<file path="src/rtl/secded_pkg.sv">
// -----------------------------------------------------------------------------
// secded_pkg
//   Shared types and constants for the SECDED decode engine.
//   - state_t : engine FSM states
//   - flag_t  : 2-bit per-message status written beside each recovered message
//   - default run geometry (message count, base addresses, address width)
//   - counter width and saturation value
// -----------------------------------------------------------------------------
package secded_pkg;

    typedef enum logic [2:0] {
        ST_IDLE,
        ST_RD_LO,
        ST_RD_HI,
        ST_CAP_HI,
        ST_WR_LO,
        ST_WR_HI,
        ST_DONE
    } state_t;

    typedef logic [1:0] flag_t;

    localparam flag_t FLAG_OK  = 2'b00;  // clean codeword
    localparam flag_t FLAG_SEC = 2'b01;  // single error, corrected
    localparam flag_t FLAG_DED = 2'b10;  // double error, data left as read

    localparam int DEF_NUM_MSG  = 15;
    localparam int DEF_IN_BASE  = 30;
    localparam int DEF_OUT_BASE = 0;
    localparam int DEF_AW       = 8;

    localparam int             CNT_W   = 5;
    localparam logic [CNT_W-1:0] CNT_MAX = 5'd31;

endpackage

</file>
<file path="src/rtl/secded_decode.sv">
// -----------------------------------------------------------------------------
// secded_decode
//   Purely combinational SECDED decoder for a 16-bit extended Hamming codeword.
//   Bit index equals Hamming position: data bits sit at the non-power-of-two
//   positions 3,5,6,7,9..15; p1,p2,p4,p8 at 1,2,4,8; overall parity p0 at 0.
//
// Ports
//   cw       in   16  codeword as read from memory
//   data     out  11  recovered message d11..d1 (corrected on a single error)
//   flag     out   2  FLAG_OK / FLAG_SEC / FLAG_DED
//   syndrome out   4  Hamming syndrome (position of a single flipped bit)
// -----------------------------------------------------------------------------
module secded_decode
    import secded_pkg::*;
(
    input  logic [15:0] cw,
    output logic [10:0] data,
    output flag_t       flag,
    output logic [3:0]  syndrome
);

    // Syndrome bit k covers every position whose index has bit k set
    // (position 0 is excluded from all four groups).
    localparam logic [15:0] MASK_S0 = 16'hAAAA;
    localparam logic [15:0] MASK_S1 = 16'hCCCC;
    localparam logic [15:0] MASK_S2 = 16'hF0F0;
    localparam logic [15:0] MASK_S3 = 16'hFF00;

    logic        parity;
    logic [10:0] data_flip;

    always_comb begin
        syndrome = {^(cw & MASK_S3), ^(cw & MASK_S2), ^(cw & MASK_S1), ^(cw & MASK_S0)};
        parity   = ^cw;

        // NOTE: data_flip gets a default before the case so syndromes that
        // point at a parity bit (or no bit) do not infer a latch.
        data_flip = '0;
        if (parity) begin
            // Map the erroneous Hamming position onto its message bit; a
            // syndrome of 0,1,2,4 or 8 means a parity bit took the hit.
            case (syndrome)
                4'd3:    data_flip = 11'h001;
                4'd5:    data_flip = 11'h002;
                4'd6:    data_flip = 11'h004;
                4'd7:    data_flip = 11'h008;
                4'd9:    data_flip = 11'h010;
                4'd10:   data_flip = 11'h020;
                4'd11:   data_flip = 11'h040;
                4'd12:   data_flip = 11'h080;
                4'd13:   data_flip = 11'h100;
                4'd14:   data_flip = 11'h200;
                4'd15:   data_flip = 11'h400;
                default: data_flip = '0;
            endcase
        end

        data = {cw[15:9], cw[7:5], cw[3]} ^ data_flip;

        // Odd overall parity means an odd number of flips: treat as single.
        // Even parity with a non-zero syndrome can only be a double error.
        if (parity) begin
            flag = FLAG_SEC;
        end else if (syndrome != 4'd0) begin
            flag = FLAG_DED;
        end else begin
            flag = FLAG_OK;
        end
    end

endmodule

</file>
<file path="src/rtl/secded_dec_engine.sv">
// -----------------------------------------------------------------------------
// secded_dec_engine
//   Walks NUM_MSG 16-bit codewords in byte-wide data memory, decodes each with
//   secded_decode and writes back the 11-bit message plus a 2-bit status.
//   Five cycles per message: RD_LO, RD_HI, CAP_HI, WR_LO, WR_HI.
//
// Ports
//   clk        in   1   system clock
//   rst_n      in   1   synchronous active-low reset
//   start      in   1   run request, honoured only in IDLE or DONE
//   done       out  1   high in DONE until the next accepted start
//   mem_addr   out  AW  byte address
//   mem_rd_en  out  1   read strobe; mem_rdata valid the following cycle
//   mem_rdata  in   8   read data
//   mem_wr_en  out  1   write strobe; memory writes at that rising edge
//   mem_wdata  out  8   write data
//   sec_cnt    out  5   corrected messages this run (saturating)
//   ded_cnt    out  5   double-error messages this run (saturating)
// -----------------------------------------------------------------------------
module secded_dec_engine
    import secded_pkg::*;
#(
    parameter int NUM_MSG  = DEF_NUM_MSG,
    parameter int IN_BASE  = DEF_IN_BASE,
    parameter int OUT_BASE = DEF_OUT_BASE,
    parameter int AW       = DEF_AW
) (
    input  logic             clk,
    input  logic             rst_n,
    input  logic             start,
    output logic             done,
    output logic [AW-1:0]    mem_addr,
    output logic             mem_rd_en,
    input  logic [7:0]       mem_rdata,
    output logic             mem_wr_en,
    output logic [7:0]       mem_wdata,
    output logic [CNT_W-1:0] sec_cnt,
    output logic [CNT_W-1:0] ded_cnt
);

    localparam int IDX_W = (NUM_MSG > 1) ? $clog2(NUM_MSG) : 1;

    state_t             state;
    logic [IDX_W-1:0]   idx;
    logic [7:0]         cw_lo;
    logic [10:0]        res_data;
    flag_t              res_flag;

    logic [10:0]        dec_data;
    flag_t              dec_flag;
    logic [3:0]         unused_syndrome;  // visible for debug, not needed here

    // The high byte is decoded straight off mem_rdata in CAP_HI, so the
    // low-result write can be issued on the very next cycle.
    secded_decode u_decode (
        .cw       ({mem_rdata, cw_lo}),
        .data     (dec_data),
        .flag     (dec_flag),
        .syndrome (unused_syndrome)
    );

    function automatic logic [AW-1:0] byte_addr(input int base, input int msg, input int hi);
        return AW'(base + 2 * msg + hi);
    endfunction

    function automatic logic [CNT_W-1:0] sat_inc(input logic [CNT_W-1:0] cnt);
        return (cnt == CNT_MAX) ? cnt : cnt + CNT_W'(1);
    endfunction

    // Strobes and address are registered: each is set on the edge that
    // enters the state in which it must be visible.
    always_ff @(posedge clk) begin
        if (!rst_n) begin
            state     <= ST_IDLE;
            idx       <= '0;
            done      <= 1'b0;
            mem_addr  <= '0;
            mem_rd_en <= 1'b0;
            mem_wr_en <= 1'b0;
            mem_wdata <= '0;
            sec_cnt   <= '0;
            ded_cnt   <= '0;
            cw_lo     <= '0;
            res_data  <= '0;
            res_flag  <= FLAG_OK;
        end else begin
            // NOTE: all state here uses non-blocking assignments so every
            // register samples pre-edge values; later writes override the
            // strobe defaults below.
            mem_rd_en <= 1'b0;
            mem_wr_en <= 1'b0;

            case (state)
                ST_IDLE, ST_DONE: begin
                    if (state == ST_DONE) begin
                        done <= 1'b1;
                    end
                    if (start) begin
                        state     <= ST_RD_LO;
                        idx       <= '0;
                        sec_cnt   <= '0;
                        ded_cnt   <= '0;
                        done      <= 1'b0;
                        mem_rd_en <= 1'b1;
                        mem_addr  <= byte_addr(IN_BASE, 0, 0);
                    end
                end

                ST_RD_LO: begin
                    mem_rd_en <= 1'b1;
                    mem_addr  <= byte_addr(IN_BASE, int'(idx), 1);
                    state     <= ST_RD_HI;
                end

                ST_RD_HI: begin
                    cw_lo <= mem_rdata;
                    state <= ST_CAP_HI;
                end

                ST_CAP_HI: begin
                    res_data  <= dec_data;
                    res_flag  <= dec_flag;
                    mem_wr_en <= 1'b1;
                    mem_addr  <= byte_addr(OUT_BASE, int'(idx), 0);
                    mem_wdata <= dec_data[7:0];
                    state     <= ST_WR_LO;
                end

                ST_WR_LO: begin
                    if (res_flag == FLAG_SEC) begin
                        sec_cnt <= sat_inc(sec_cnt);
                    end
                    if (res_flag == FLAG_DED) begin
                        ded_cnt <= sat_inc(ded_cnt);
                    end
                    mem_wr_en <= 1'b1;
                    mem_addr  <= byte_addr(OUT_BASE, int'(idx), 1);
                    mem_wdata <= {res_flag, 3'b000, res_data[10:8]};
                    state     <= ST_WR_HI;
                end

                ST_WR_HI: begin
                    if (int'(idx) == NUM_MSG - 1) begin
                        state <= ST_DONE;
                    end else begin
                        idx       <= idx + IDX_W'(1);
                        mem_rd_en <= 1'b1;
                        mem_addr  <= byte_addr(IN_BASE, int'(idx) + 1, 0);
                        state     <= ST_RD_LO;
                    end
                end

                default: begin
                    state <= ST_IDLE;
                end
            endcase
        end
    end

endmodule

</file>
<file path="config.mk">
export PLATFORM = sky130hd
export DESIGN_NAME = secded_dec_engine
export DESIGN_NICKNAME = d
export VERILOG_FILES = /design/src/rtl/secded_pkg.sv /design/src/rtl/secded_decode.sv /design/src/rtl/secded_dec_engine.sv
export SDC_FILE = /design/constraint.sdc
export NUM_CORES = 1
export LEC_CHECK = 0
export BUFFER_PORTS_ARGS = -buffer_cell sky130_fd_sc_hd__buf_2
export CORE_UTILIZATION = 62
export DETAILED_ROUTE_END_ITERATION = 16
export PLACE_DENSITY = 0.88
export SLEW_MARGIN = 20
export SYNTH_ARGS = -nofsm -noshare
export SYNTH_HDL_FRONTEND = slang
export SYNTH_SLANG_ARGS = --single-unit
</file>
<file path="constraint.sdc">
create_clock -name clk -period 3.9 [get_ports clk]
set_input_delay 0.39 -clock clk [delete_from_list [all_inputs] [get_ports clk]]
set_output_delay 0.39 -clock clk [all_outputs]
set_load 0.05 [all_outputs]
</file>
==> results.sh <==
export IMPL_outcome="completed"
export IMPL_cts_max_level=2
export IMPL_core_um2=4350
export IMPL_required_ns=4.06
export IMPL_globalplace_congestion=0.924
export IMPL_dieArea_um2=4830
export IMPL_setup_violations=0
export IMPL_globalRouteOverflowTotal=0
export IMPL_synth_compound_area_share_pct=17.4
export IMPL_p_int_w=0.000847
export IMPL_start_util_pct=64.9
export IMPL_die_x_um=69.5
export IMPL_std_cell_rows=24
export IMPL_p_leak_nw=1.20
export IMPL_fin_crit_sh_pct=62.5
export IMPL_synth_distinct_cells=48
export IMPL_tritoncts="done"
export IMPL_worstSetupStartpointType="flip-flop"
export IMPL_sw_frac_of_total_pct=35.6
export IMPL_track_usage_pct=29.3
export IMPL_cts_made_buffers=5
export IMPL_combinationalPowerShare_pct=28.6
export IMPL_power_density_nw_per_um2=420
export IMPL_hold_viol_final=0
export IMPL_synth_adder_area_share_pct=3.10
export IMPL_syn_to_final_growth_pct=10.7
export IMPL_rsz0062_at_grt="false"
export IMPL_n_antenna_cell=0
export IMPL_r2r_start="state[0]"
export IMPL_clk_pin_slew_ns=0.09
export IMPL_hp_class="in2reg"
export IMPL_numPortBuffers=38
export IMPL_tightest_slew_ns=0.962
export IMPL_nNetsFinal=382
export IMPL_rrSetupSlack_ns=1.46
export IMPL_place_hpwl_um=4730
export IMPL_clock_power_share_pct=29.6
export IMPL_async_flop_share_pct=0
export IMPL_clk_latency_ns=0.31
export IMPL_synth_seq_cells=48
export IMPL_setup_tns_ns=0
export IMPL_cp_max_fo=16
export IMPL_numClockSinks=48
export IMPL_drc_errors=0
export IMPL_antenna_found_initial=0
export IMPL_cp_startpoint="state[0]"
export IMPL_crit_path_max_incr_delay_ns=0.66
export IMPL_peakVddDrop_mv=0.264
export IMPL_synth_edff_count=0
export IMPL_drive_gt1_share_pct=15.9
export IMPL_synthCells=338
export IMPL_antenna_left=0
export IMPL_synth_area_um2=2830
export IMPL_crit_arrival_ns=2.60
export IMPL_cts_setup_buffers=0
export IMPL_period_needed_ns=2.44
export IMPL_max_freq_mhz=410
export IMPL_die_h_um=69.5
export IMPL_layout_setup_ws_ns=1.46
export IMPL_reg2reg_to="mem_wdata[6]"
export IMPL_fin_worst_skew_ns=0.0118
export IMPL_viasPerCell=6.30
export IMPL_drtIter0Drc=327
export IMPL_cts_path_max_buffers=2
export IMPL_maxCapViolCount=0
export IMPL_relSlewSlack_pct=35.4
export IMPL_endpoint_kind="flip-flop"
export IMPL_num_io_pins=40
export IMPL_fillers=343
export IMPL_ys_warn_count=0
export IMPL_cp_common_cell="nor2_1"
export IMPL_synth_xor_xnor_area_share_pct=15.6
export IMPL_yosys_area_share_simple_pct=22.0
export IMPL_pre_cts_ws_ns=1.52
export IMPL_root_buffer="clkbuf_8"
export IMPL_cts_hold_buf=0
export IMPL_grt_max_degree=36
export IMPL_worst_path_buf_inv=0
export IMPL_syn_num_nets=356
export IMPL_switchingPower_w=0.000468
export IMPL_maxSlewViolCount=0
export IMPL_wl_um=6770
export IMPL_cp_depth=5
export IMPL_grt_pass1_vias=2379
export IMPL_synth_flop_cell="dfxtp_1"
export IMPL_reg2regPathDepth=5
export IMPL_critPathTopFamily="simple AND/OR/NAND/NOR gates"
export IMPL_path_cells="nand2b_1 -> nor2_1 -> nor2_1 -> a22oi_1 -> o221ai_1"
export IMPL_cts_resized_gates=0
export IMPL_synth_avg_cell_area_um2=8.36
export IMPL_grt_pass1_wl_um=11400
export IMPL_via_count=2629
export IMPL_crit_type="reg2reg"
export IMPL_wl_per_cell_um=16.2
export IMPL_synth_top_family_by_area="simple AND/OR/NAND/NOR gates"
export IMPL_pwr_share_seq_pct=41.8
export IMPL_critical_path_slowest_cell="nor2_1"
export IMPL_synth_mux_area_share_pct=3.94
export IMPL_ys_seq_area_share_pct=34.0
export IMPL_crit_end="mem_wdata[6]"
export IMPL_firstDrtPassIters=5
kinds of logic after synthesis:
kind of cell             count (synthesis)
other                                    1
adder cells (fa/ha/maj)                  7
XOR/XNOR                                46
AND/OR/NAND/NOR                        120
AO/OA/AOI/OAI                           78
buffers and inverters                   27
multiplexers                            11
flip-flops                              48
final cells by class:
cell class | instances | area (um^2) | area share (%)
well taps | 52 | 65.1 | 2.08
inverters | 7 | 26.3 | 0.840
multi-input cells | 263 | 1760 | 56.2
clock inverters | 2 | 38.8 | 1.24
repair buffers | 39 | 198 | 6.32
flip-flops and latches | 48 | 961 | 30.7
clock buffers | 6 | 82.6 | 2.64
cell usage in the layout (no fill, tap or decap), drive strengths merged, types with 7 or more instances in the layout:
cell   count
o21ai     19
xnor2     20
ha         7
nor4      10
nor2      32
a21oi     20
nor3      11
o22ai     11
nand4      8
nand2     19
buf       39
xor2      26
mux2i     10
nand3     21
dfxtp     48
per-layer routing:
metal,vias to the layer above,track usage [%],part of all wire (%)
li1,1276,-,-
met1,1217,40.0,43
met4,0,11.3,2.4
met3,20,4.65,7.1
met2,116,46.6,47
met5,-,0,0
synthesized netlist by cell type (4+ instances only):
cell	number	area (um^2)
dfxtp_1	48	961
nor2_1	32	120
xor2_1	22	193
nand3_1	21	105
a21oi_1	20	100
xnor2_1	19	166
nand2_1	18	67.6
clkbuf_1	16	60.1
o21ai_0	12	60.1
o22ai_1	11	68.8
mux2i_1	10	100
nor3_1	10	50.1
nand4_1	8	50.1
ha_1	7	87.6
inv_1	7	26.3
nor4_1	7	43.8
a22oi_1	6	45.0
o21ai_1	6	30.0
or3_1	6	37.5
o221ai_1	5	43.8
a31oi_1	4	25.0
and3_1	4	25.0
xor2_2	4	65.1
power groups by stage:
stage	clock [W]	combinational (W)	sequential (W)
2_1_floorplan	0	0.000263	0.000591
6_report	0.000389	0.000376	0.000550
5_1_grt	0.000411	0.000410	0.000554
4_1_cts	0.000395	0.000372	0.000549
3_5_place_dp	0	0.000367	0.000560
3_3_place_gp	0	0.000361	0.000559
worst min-delay path by stage:
stage / start / end / slack, ns / cells past startpoint
after floorplan: res_flag[1] / res_flag[1] / 0.47 / 2
after global placement: mem_addr[6] / mem_addr[6] / 0.44 / 2
after detailed placement: mem_addr[2] / mem_addr[2] / 0.45 / 2
after CTS: mem_rdata[0] / cw_lo[0] / 0.36 / 3
after global routing: mem_rdata[0] / cw_lo[0] / 0.38 / 3
final: mem_rdata[0] / cw_lo[0] / 0.36 / 3
through the flow:
step | hold slack [ns] | instance area, um^2 | util, % | power (W) | cells
2_1_floorplan | 0.471 | 2830 | - | 0.000854 | 338
3_3_place_gp | 0.444 | 3010 | 69.1 | 0.000920 | 409
3_5_place_dp | 0.449 | 3010 | 69.1 | 0.000927 | 409
4_1_cts | 0.358 | 3130 | 71.8 | 0.00132 | 417
5_1_grt | 0.381 | 3130 | 71.8 | 0.00137 | 417
6_report | 0.358 | 3130 | 71.8 | 0.00131 | 417
worst reg2reg max path, stage by stage, from the launching register on:
cell,delay (ns)
dfxtp_1,0.63
nand2b_1,0.31
nor2_1,0.66
nor2_1,0.32
a22oi_1,0.22
o221ai_1,0.14
sequential cells by signal, summed over array words and instances, names as in the netlist:
name       cells
cw_lo          8
mem_wdata      8
mem_addr       7
ded_cnt        5
sec_cnt        5
idx            4
res_data       3
state          3
res_flag       2
done           1
mem_rd_en      1
mem_wr_en      1
Note: power is estimated with default switching activity, not from simulation.
